`src/rtl/dsp_seq_pkg.sv`:
```
// Shared types and constants for the IDFT frame sequencer: state encoding and beat geometry.
package dsp_seq_pkg;

  typedef enum logic [1:0] {
    IDLE   = 2'd0,
    FILL   = 2'd1,
    ARM    = 2'd2,
    STREAM = 2'd3
  } seq_state_e;

  localparam int IDFT_BEAT_W       = 64;
  localparam int IDFT_FRAME_CYCLES = 32;

endpackage

```
`src/rtl/idft_seq_buffer.sv`:
```
// One-frame store between the input stream and the IDFT core, with wrapping write and read pointers.
module idft_seq_buffer
  import dsp_seq_pkg::*;
#(
  parameter int FRAME_CYCLES = IDFT_FRAME_CYCLES
) (
  input  logic                   clk,
  input  logic                   rst,
  input  logic                   clr_i,
  input  logic                   wr_en_i,
  input  logic [IDFT_BEAT_W-1:0] wr_data_i,
  input  logic                   rd_en_i,
  output logic [IDFT_BEAT_W-1:0] rd_data_o,
  output logic                   wr_last_o,
  output logic                   rd_last_o
);

  localparam int AW = (FRAME_CYCLES > 1) ? $clog2(FRAME_CYCLES) : 1;
  localparam logic [AW-1:0] LAST = AW'(FRAME_CYCLES - 1);

  logic [IDFT_BEAT_W-1:0] mem_q [FRAME_CYCLES];
  logic [AW-1:0]          wr_ptr_q, wr_ptr_d;
  logic [AW-1:0]          rd_ptr_q, rd_ptr_d;

  always_comb begin
    wr_ptr_d = wr_ptr_q;
    rd_ptr_d = rd_ptr_q;
    if (clr_i) begin
      wr_ptr_d = '0;
      rd_ptr_d = '0;
    end else begin
      if (wr_en_i) wr_ptr_d = (wr_ptr_q == LAST) ? '0 : wr_ptr_q + 1'b1;
      if (rd_en_i) rd_ptr_d = (rd_ptr_q == LAST) ? '0 : rd_ptr_q + 1'b1;
    end
  end

  always_ff @(posedge clk) begin
    if (rst) begin
      wr_ptr_q <= '0;
      rd_ptr_q <= '0;
    end else begin
      wr_ptr_q <= wr_ptr_d;
      rd_ptr_q <= rd_ptr_d;
    end
  end

  always_ff @(posedge clk) begin
    if (wr_en_i) mem_q[wr_ptr_q] <= wr_data_i;
  end

  assign rd_data_o = mem_q[rd_ptr_q];
  assign wr_last_o = (wr_ptr_q == LAST);
  assign rd_last_o = (rd_ptr_q == LAST);

endmodule

```
`src/rtl/idft_frame_sequencer.sv`:
```
// Frame-level controller for the IDFT core: buffers a frame, pulses next, streams it gap-free and frames the output.
// Optional next-to-next_out watchdog enabled by defining IDFT_SEQ_WATCHDOG_EN.
module idft_frame_sequencer
  import dsp_seq_pkg::*;
#(
  parameter int FRAME_CYCLES   = IDFT_FRAME_CYCLES,
  parameter int MAX_INFLIGHT   = 2,
  parameter int TIMEOUT_CYCLES = 256
) (
  input  logic                   clk,
  input  logic                   rst,
  input  logic                   enable,
  input  logic                   key_complete,
  input  logic                   in_valid,
  output logic                   in_ready,
  input  logic [IDFT_BEAT_W-1:0] in_data,
  output logic                   idft_next,
  output logic [IDFT_BEAT_W-1:0] idft_x,
  input  logic                   idft_next_out,
  input  logic [IDFT_BEAT_W-1:0] idft_y,
  output logic                   out_valid,
  output logic [IDFT_BEAT_W-1:0] out_data,
  output logic                   out_sof,
  output logic                   out_eof,
  output logic                   busy,
  output logic [31:0]            frames_started,
  output logic [31:0]            frames_done,
  output logic                   err_timeout
);

  localparam logic [1:0] S_IDLE   = 2'(IDLE);
  localparam logic [1:0] S_FILL   = 2'(FILL);
  localparam logic [1:0] S_ARM    = 2'(ARM);
  localparam logic [1:0] S_STREAM = 2'(STREAM);

  localparam int IFW = $clog2(MAX_INFLIGHT + 1);
  localparam int OCW = (FRAME_CYCLES > 1) ? $clog2(FRAME_CYCLES) : 1;
  localparam logic [IFW-1:0] IF_MAX  = IFW'(MAX_INFLIGHT);
  localparam logic [OCW-1:0] OC_LAST = OCW'(FRAME_CYCLES - 1);

  logic [1:0]             state_q, state_d;
  logic                   next_q, next_d;
  logic [IDFT_BEAT_W-1:0] x_q, x_d;
  logic [IFW-1:0]         inflight_q, inflight_d;
  logic [31:0]            started_q, started_d;
  logic [31:0]            done_q, done_d;
  logic                   act_q, act_d;
  logic [OCW-1:0]         ocnt_q, ocnt_d;
  logic                   ovld_q, ovld_d;
  logic                   sof_q, sof_d;
  logic                   eof_q, eof_d;
  logic [IDFT_BEAT_W-1:0] odata_q, odata_d;

  logic                   go, start_ok, eof_set, wd_fire;
  logic                   buf_wr, buf_rd, buf_wr_last, buf_rd_last;
  logic [IDFT_BEAT_W-1:0] buf_rd_data;

  assign go       = enable & key_complete & (inflight_q < IF_MAX);
  assign start_ok = idft_next_out & ~act_q & (inflight_q != '0);
  assign eof_set  = act_q & (ocnt_q == OC_LAST);
  assign buf_wr   = (state_q == S_FILL) & in_valid;
  assign buf_rd   = (state_q == S_STREAM);

  idft_seq_buffer #(
    .FRAME_CYCLES(FRAME_CYCLES)
  ) u_buf (
    .clk      (clk),
    .rst      (rst),
    .clr_i    (wd_fire),
    .wr_en_i  (buf_wr),
    .wr_data_i(in_data),
    .rd_en_i  (buf_rd),
    .rd_data_o(buf_rd_data),
    .wr_last_o(buf_wr_last),
    .rd_last_o(buf_rd_last)
  );

  // The last input beat can launch the frame directly, giving one cycle from final accept to next.
  always_comb begin
    state_d = state_q;
    next_d  = 1'b0;
    x_d     = '0;
    case (state_q)
      S_IDLE: state_d = S_FILL;
      S_FILL: begin
        if (in_valid && buf_wr_last) begin
          if (go) begin
            state_d = S_STREAM;
            next_d  = 1'b1;
          end else begin
            state_d = S_ARM;
          end
        end
      end
      S_ARM: begin
        if (go) begin
          state_d = S_STREAM;
          next_d  = 1'b1;
        end
      end
      S_STREAM: begin
        x_d = buf_rd_data;
        if (buf_rd_last) state_d = S_FILL;
      end
      default: state_d = S_IDLE;
    endcase
    if (wd_fire) begin
      state_d = S_FILL;
      next_d  = 1'b0;
    end
  end

  always_comb begin
    inflight_d = inflight_q;
    if (wd_fire) inflight_d = '0;
    else if (next_q && !eof_set) inflight_d = inflight_q + 1'b1;
    else if (!next_q && eof_set) inflight_d = inflight_q - 1'b1;
    started_d = started_q + 32'(next_q);
    done_d    = done_q + 32'(eof_set);
  end

  // Output framing: idft_y is registered once, so beats appear two cycles after next_out.
  always_comb begin
    act_d   = act_q;
    ocnt_d  = ocnt_q;
    ovld_d  = 1'b0;
    sof_d   = 1'b0;
    eof_d   = 1'b0;
    odata_d = '0;
    if (act_q) begin
      ovld_d  = 1'b1;
      odata_d = idft_y;
      sof_d   = (ocnt_q == '0);
      eof_d   = eof_set;
      ocnt_d  = eof_set ? '0 : ocnt_q + 1'b1;
      if (eof_set) act_d = 1'b0;
    end else if (start_ok) begin
      act_d  = 1'b1;
      ocnt_d = '0;
    end
  end

  always_ff @(posedge clk) begin
    if (rst) begin
      state_q    <= S_IDLE;
      next_q     <= 1'b0;
      inflight_q <= '0;
      started_q  <= '0;
      done_q     <= '0;
      act_q      <= 1'b0;
      ocnt_q     <= '0;
      ovld_q     <= 1'b0;
      sof_q      <= 1'b0;
      eof_q      <= 1'b0;
    end else begin
      state_q    <= state_d;
      next_q     <= next_d;
      inflight_q <= inflight_d;
      started_q  <= started_d;
      done_q     <= done_d;
      act_q      <= act_d;
      ocnt_q     <= ocnt_d;
      ovld_q     <= ovld_d;
      sof_q      <= sof_d;
      eof_q      <= eof_d;
    end
  end

  always_ff @(posedge clk) begin
    if (rst) begin
      x_q     <= '0;
      odata_q <= '0;
    end else begin
      x_q     <= x_d;
      odata_q <= odata_d;
    end
  end

`ifdef IDFT_SEQ_WATCHDOG_EN
  localparam int WDW = $clog2(TIMEOUT_CYCLES + 1);

  logic [WDW-1:0] wd_q, wd_d;
  logic           err_q, err_d;
  logic           wd_run;

  // Runs while some started frame has not yet seen its next_out.
  assign wd_run  = inflight_q > IFW'(act_q);
  assign wd_fire = wd_run & ~start_ok & (wd_q == WDW'(TIMEOUT_CYCLES - 1));

  always_comb begin
    wd_d  = '0;
    err_d = err_q | wd_fire;
    if (wd_fire || start_ok) wd_d = '0;
    else if (next_q && !wd_run) wd_d = WDW'(1);
    else if (wd_run) wd_d = wd_q + 1'b1;
  end

  always_ff @(posedge clk) begin
    if (rst) begin
      wd_q  <= '0;
      err_q <= 1'b0;
    end else begin
      wd_q  <= wd_d;
      err_q <= err_d;
    end
  end

  assign err_timeout = err_q;
`else
  logic [31:0] unused_timeout;
  assign unused_timeout = 32'(TIMEOUT_CYCLES);
  assign wd_fire        = 1'b0;
  assign err_timeout    = 1'b0;
`endif

  assign in_ready       = (state_q == S_FILL);
  assign idft_next      = next_q;
  assign idft_x         = x_q;
  assign out_valid      = ovld_q;
  assign out_data       = odata_q;
  assign out_sof        = sof_q;
  assign out_eof        = eof_q;
  assign busy           = (state_q != S_IDLE) | (inflight_q != '0);
  assign frames_started = started_q;
  assign frames_done    = done_q;

endmodule

```
`config.mk`:
```
export PLATFORM = sky130hd
export DESIGN_NAME = idft_frame_sequencer
export DESIGN_NICKNAME = d
export VERILOG_FILES = /design/src/rtl/dsp_seq_pkg.sv /design/src/rtl/idft_seq_buffer.sv /design/src/rtl/idft_frame_sequencer.sv
export SDC_FILE = /design/constraint.sdc
export NUM_CORES = 2
export LEC_CHECK = 0
export ABC_CLOCK_PERIOD_IN_PS = 5000
export BUFFER_PORTS_ARGS = -buffer_cell sky130_fd_sc_hd__buf_2
export CAP_MARGIN = 20
export CORE_ASPECT_RATIO = 0.9
export CORE_UTILIZATION = 61
export CTS_CLUSTER_SIZE = 24
export DETAILED_ROUTE_END_ITERATION = 8
export PLACE_DENSITY_LB_ADDON = 0.15
export SLEW_MARGIN = 15
export SYNTH_ARGS = -nofsm -noshare
export SYNTH_HDL_FRONTEND = slang
export SYNTH_SLANG_ARGS = --single-unit
```
`constraint.sdc`:
```
create_clock -name clk -period 5 [get_ports clk]
set_input_delay 0.25 -clock clk [delete_from_list [all_inputs] [get_ports clk]]
set_output_delay 0.25 -clock clk [all_outputs]
set_load 0.05 [all_outputs]
```
# ---- Yosys cells after proc, flatten, opt, wreduce, memory -nomap -nowiden
# Memory sizes are Yosys's and may differ from the RTL's. A register that Yosys moved wholly into a read port is not among the register bits.
# Index checks and enable logic that the tools add are counted.
dict set report classes {
  n_addsub 7
  magnitude_cmp 1
  eq_ne 9
  n_mux 21
  n_bitwise 9
  n_reduce_logical 14
}
# op count
set op_table {}
lappend op_table {{32-bit by 1-bit adder with 32-bit output} 2}
lappend op_table {{5-bit two-way mux} 5}
lappend op_table {{5-bit by 1-bit adder with 5-bit output, second input constant} 3}
lappend op_table {{5-bit == test, second input constant} 3}
lappend op_table {{2-bit two-way mux} 5}
lappend op_table {{1-bit two-way mux} 9}
lappend op_table {{2-bit case mux with 4 select lines} 1}
lappend op_table {{2-bit nonzero test} 4}
lappend op_table {{1-bit AND} 6}
lappend op_table {{5-bit logical NOT} 1}
lappend op_table {{2-bit == test, second input constant} 2}
lappend op_table {{2-bit by 1-bit inequality test with 1-bit output, second input constant} 2}
lappend op_table {{2-bit OR reduction} 2}
lappend op_table {{1-bit logical AND} 3}
lappend op_table {{3-bit AND reduction} 1}
lappend op_table {{2-bit by 1-bit adder with 2-bit output, second input constant} 1}
lappend op_table {{2-bit by 1-bit == test with 1-bit output, second input constant} 1}
lappend op_table {{1-bit logical NOT} 2}
lappend op_table {{2-bit logical NOT} 1}
lappend op_table {{2-bit less-than comparator, second input constant} 1}
lappend op_table {{2-bit inequality test, second input constant} 1}
lappend op_table {{1-bit inverter} 2}
lappend op_table {{1-bit case mux with 2 select lines} 1}
lappend op_table {{2-bit by 1-bit subtractor with 2-bit output, second input constant} 1}
lappend op_table {{1-bit bitwise OR} 1}
dict set report word_totals {
  regBits 152
  ramBits 2048
  input_bits 134
  out_inout_bits 199
  elab_cells 75
  memories 1
}
# name words width rd rd_clocked_by_memory_dff write_ports line
set mem_list {}
lappend mem_list {u_buf.mem_q 32 64 1 1 1 idft_seq_buffer.sv:21} ;# logic [IDFT_BEAT_W-1:0] mem_q [FRAME_CYCLES];

# ---- Depth between registers and ports, before layout
dict set report logic_depth {
  word_depth 5
  ltp_mapped 12
  ltp_nobuf 11
}

# ---- Hierarchy
# A second synthesis with hierarchy kept.
dict set report unflattened {
  hier_cells 4055
  area_unflattened_um2 84606.1
}
# module n_inst cells_per_inst area_per_inst_um2 seq_area_each_um2
set modules_own_cells {}
lappend modules_own_cells {idft_seq_buffer 1 3359 77524.4 61799.3}
lappend modules_own_cells {idft_frame_sequencer 1 696 7081.8 4124.0}

# ---- Worst setup path after synthesis
# No wires, ideal clock.
dict set report synth_path {
  kind {register to register}
  from {register state_q[1]}
  to {memory u_buf.mem_q[31][0], enable pin}
  setup_time_ps 487
  t_arrival_ps 4231
  required_ps 4513
  slack_ps 283
  stages_incl_launch_ff 7
  path_buffers 1
  synth_period_minus_slack_ps 4717
  cell_sequence {dfxtp_1 > inv_1 > ha_1 > and2_1 > clkbuf_1 > nand2_1 > nor2_1}
}
dict set report synth_via {
  elab_chain_len 4
}
# element line
set synth_lines {}
lappend synth_lines {{start, declared} idft_frame_sequencer.sv:41} ;# logic [1:0] state_q, state_d;
lappend synth_lines {{start signal, assigned} idft_frame_sequencer.sv:156} ;# state_q <= state_d;
lappend synth_lines {{2-bit by 1-bit == test with 1-bit output} -}
lappend synth_lines {{named net in_ready} idft_frame_sequencer.sv:15} ;# output logic in_ready,
lappend synth_lines {{1-bit AND} idft_frame_sequencer.sv:61} ;# assign buf_wr = (state_q == S_FILL) & in_valid;
lappend synth_lines {{1-bit two-way mux} idft_seq_buffer.sv:48} ;# if (wr_en_i) mem_q[wr_ptr_q] <= wr_data_i;
lappend synth_lines {{1-bit two-way mux (not written as such)} idft_seq_buffer.sv:48}
lappend synth_lines {{end, declared} idft_seq_buffer.sv:21}
# The timed path passes the listed nets, and every way through them passes these cells.

# ---- Final worst setup path
dict set report layout_path {
  from {register state_q[1]}
  to {memory u_buf.mem_q[30][18], enable pin}
}
dict set report layout_via {
  elab_chain_len 4
}
# element line
set layout_lines {}
lappend layout_lines {{2-bit by 1-bit == test with 1-bit output} idft_frame_sequencer.sv:61}
lappend layout_lines {{1-bit AND} idft_frame_sequencer.sv:61}
lappend layout_lines {{1-bit two-way mux} idft_seq_buffer.sv:48}
lappend layout_lines {{1-bit two-way mux (not written as such)} idft_seq_buffer.sv:48}
# Every way passes these cells.

==> tab_implementation.tex <==
\begin{tabular}{lr}
\hline
Metric & Value \\
\hline
\multicolumn{2}{l}{\textbf{CTS}} \\
\# H-tree levels & 4 \\
Worst-skew pair later-pin latency & 0.84 ns \\
Maximum root-to-sink buffer count & 3 \\
CTS tree & built \\
Root buf cell & sky130\_fd\_sc\_hd\_\_clkbuf\_16 \\
CTS buffer count & 209 \\
Number of sinks driven by the clock tree & 2,264 \\
Clk pin slew, worst setup/hold paths & 0.06 ns \\
Setup fix buffers added after clock tree synthesis & 0 \\
\multicolumn{2}{l}{\textbf{Final layout}} \\
Core occupancy in the finished layout & 70.8\% \\
Area taken by multi-input logic gates & 18,600 µm² \\
Number of nets in the layout & 4,639 \\
Non-Filler Instances & 6,507 \\
Fraction of final layout cells sized beyond drive strength 1 & 28.2\% \\
Final Instance Area & 97,600 µm² \\
Count of fill cells added during filler insertion & 8,155 \\
Synth-to-layout area growth & 14.8\% \\
FF/Latch Area & 65,800 µm² \\
\multicolumn{2}{l}{\textbf{Drt}} \\
Vias after detailed routing & 41,800 \\
Total iterations of the first detailed-routing run & 5 \\
Total Wirelength & 193,000 µm \\
Antenna viol nets, final & 0 \\
Detail-routed net length per standard cell & 29.7 µm \\
DRC violation total after the first TritonRoute iteration & 4,539 \\
Drt via density & 6.42 \\
Residual DRC & 0 \\
\multicolumn{2}{l}{\textbf{Yosys}} \\
Count of flip-flops with a built-in enable after synthesis & 2,048 \\
Dominant cell by count in the synthesized netlist & sky130\_fd\_sc\_hd\_\_edfxtp\_1 \\
Cell types with the highest counts after synthesis & sky130\_fd\_sc\_hd\_\_edfxtp\_1, sky130\_fd\_sc\_hd\_\_mux4\_2, sky130\_fd\_sc\_hd\_\_mux2i\_1 \\
Unique cell type count in the Yosys netlist & 57 \\
Share of Yosys cell area claimed by the top area cell type & 72.3\% \\
Gate Count Post-Synth & 3,919 \\
Biggest area contributors in the synthesized netlist & sky130\_fd\_sc\_hd\_\_edfxtp\_1, sky130\_fd\_sc\_hd\_\_mux4\_2, sky130\_fd\_sc\_hd\_\_dfxtp\_1 \\
Fraction of the yosys area taken by sequential cells & 77.4\% \\
Post-Syn Area per Cell & between 20 and 25 µm² \\
Number of synthesized register bits & around 2,300 \\
Synthesis Warnings & 0 \\
Dominant synthesized flop cell & sky130\_fd\_sc\_hd\_\_edfxtp\_1 \\
Synthesized Nets & around 4,000 \\
Cell Area, Synth & 85,100 µm² \\
Largest area contributor in the synthesized netlist & sky130\_fd\_sc\_hd\_\_edfxtp\_1 \\
Share of async-settable or async-resettable flops after synthesis & 0\% \\
\multicolumn{2}{l}{\textbf{Pwr}} \\
Leakage power & 32.2 nW \\
Power density over the cells & 400 nW/µm² \\
Total power & 39.1 mW \\
Peak supply drop & 0.000362 V \\
\multicolumn{2}{l}{\textbf{Placement}} \\
Port bufs & between 300 and 400 \\
Post-DP HPWL & just over 100,000 µm \\
Placed Cells incl. Taps & 5,975 \\
Routability-driven placement congestion ratio & $\sim$0.8 \\
Area post-placement & about 90,000 µm² \\
\multicolumn{2}{l}{\textbf{GRT}} \\
Vias in the first global route & 41,800 \\
Pin count of the biggest net entering global routing & 85 \\
Global-route wire length before repair & 281,000 µm \\
Gr ovfl total & 0 \\
Global-route usage over all layers & about 28\% \\
Initial antenna violation count & 5 \\
\multicolumn{2}{l}{\textbf{Critical path}} \\
Maximum fanout along the worst path & 39 \\
Critical path launch point type & flip-flop \\
Critical Setup Path Class & reg -> reg \\
Worst Path Required & $\sim$5.5 ns \\
Category of the worst setup path capture point & flip-flop \\
Critical Path AT & 3.79 ns \\
\multicolumn{2}{l}{\textbf{Floorplan}} \\
DIE WIDTH & between 300 and 400 µm \\
I/O pin cnt & 333 \\
Floorplan die height & 356 µm \\
Initial cell density of the core & 61.7\% \\
Number of core rows & roughly 130 \\
Total die area & 141,000 µm² \\
Placeable core area & 138,000 µm² \\
\multicolumn{2}{l}{\textbf{Run status}} \\
Run status & finished clean \\
\multicolumn{2}{l}{\textbf{Timing}} \\
Final number of hold-violating endpoints & 0 \\
Slew Limit Headroom & 30.2\% \\
Setup total negative slack & 0 ns \\
Worst Max-Slew Pin Slew & 1.05 ns \\
Setup repair after global routing missed its margin & false \\
Post-layout minimum cycle time & 3.31 ns \\
Count of endpoints failing setup in the final report & 0 \\
Max-slew violations & 0 \\
Achievable clock frequency & 0.302 GHz \\
Period utilization & 66.2\% \\
Skew final & about 0.032 ns \\
\multicolumn{2}{l}{\textbf{Job}} \\
Reported max-cap violation count & 0 \\
\multicolumn{2}{l}{\textbf{Min path}} \\
Hold Crit Class & in -> reg \\
\hline
\end{tabular}
-- cell type report --
type / count / share of cell area (%)
Multi-Input combinational cell: 1431 / 19.0
Antenna cell: 3 / 0.00769
Tap cell: 1834 / 2.35
Clock buffer: 292 / 5.95
Inverter: 18 / 0.0769
Sequential cell: 2264 / 67.4
Timing Repair Buffer: 561 / 4.16
Clock inverter: 104 / 1.01
-- state kept, by name, summed over array words and instances, names as in the netlist --
register and count:
inflight_q 2, frames_done 32, out_eof 1, out_data 64, act_q 1, u_buf.wr_ptr_q 5, u_buf.mem_q 2048, ocnt_q 5
out_sof 1, out_valid 1, idft_next 1, frames_started 32, u_buf.rd_ptr_q 5, idft_x 64, state_q 2
-- power by group --
group,switching (mW),internal [mW]
Clock,6.78,8.94
Sequential,0.0817,20.8
Combinational,1.38,1.10
-- logic make-up after synthesis --
| family | count (synthesis) | synth area share, % |
|---|---|---|
| XOR/XNOR | 24 | 0.247 |
| adder cells (fa/ha/maj) | 20 | 0.294 |
| multiplexers | 770 | 16.4 |
| buffers and inverters | 224 | 1.16 |
| flip-flops | 2264 | 77.4 |
| other | 1 | 0.00441 |
| AND/OR/NAND/NOR | 367 | 2.36 |
| AO/OA/AOI/OAI | 249 | 2.17 |
-- stage by stage --
step | setup slack, ns | hold slack (ns)
2_1_floorplan | 0.283 | 0.349
3_3_place_gp | 1.81 | 0.454
3_5_place_dp | 1.72 | 0.446
4_1_cts | 1.72 | 0.0138
5_1_grt | 1.57 | 0.0955
6_report | 1.69 | 0.140
-- final timing paths --
check | from | endpoint | slack [ns] | depth (start not counted)
worst max-delay path | state_q[1] | u_buf.mem_q[30][18] | 1.69 | 6
worst min register to register | ocnt_q[4] | out_sof | 0.47 | 1
worst min-delay path | key_complete | idft_next | 0.14 | 3
worst max register to register | state_q[1] | u_buf.mem_q[30][18] | 1.69 | 6
-- layer usage --
layer	global-route usage (%)	part of all wire, %
met1	40.5	41
met2	43.3	48
met3	6.17	9.0
met4	6.83	2.1
met5	0	0.0057
-- what timing repair did --
| action | 4_1_cts | 5_1_grt |
|---|---|---|
| hold buffers | 132 | 0 |
| hold endpoints to repair | 2132 | 0 |
| resized for setup | 0 | 0 |
-- critical path, stage by stage (launching register included) --
cell and delay [ns]:
sky130_fd_sc_hd__dfxtp_1 0.34, sky130_fd_sc_hd__inv_1 0.09, sky130_fd_sc_hd__ha_1 0.26, sky130_fd_sc_hd__and2_1 0.32
sky130_fd_sc_hd__nand2_1 0.52, sky130_fd_sc_hd__nor2_4 0.95, sky130_fd_sc_hd__buf_12 0.41
-- cell usage in the layout, fill, tap and decap left out, types with 61 or more instances in the layout --
| cell type | instances |
|---|---|
| sky130_fd_sc_hd__buf_2 | 330 |
| sky130_fd_sc_hd__clkbuf_16 | 213 |
| sky130_fd_sc_hd__edfxtp_1 | 2048 |
| sky130_fd_sc_hd__and2_1 | 73 |
| sky130_fd_sc_hd__clkbuf_1 | 61 |
| sky130_fd_sc_hd__dlygate4sd3_1 | 132 |
| sky130_fd_sc_hd__buf_4 | 71 |
| sky130_fd_sc_hd__mux2i_1 | 241 |
| sky130_fd_sc_hd__mux4_2 | 496 |
| sky130_fd_sc_hd__dfxtp_1 | 213 |
Note: power is estimated with default switching activity, not from simulation.
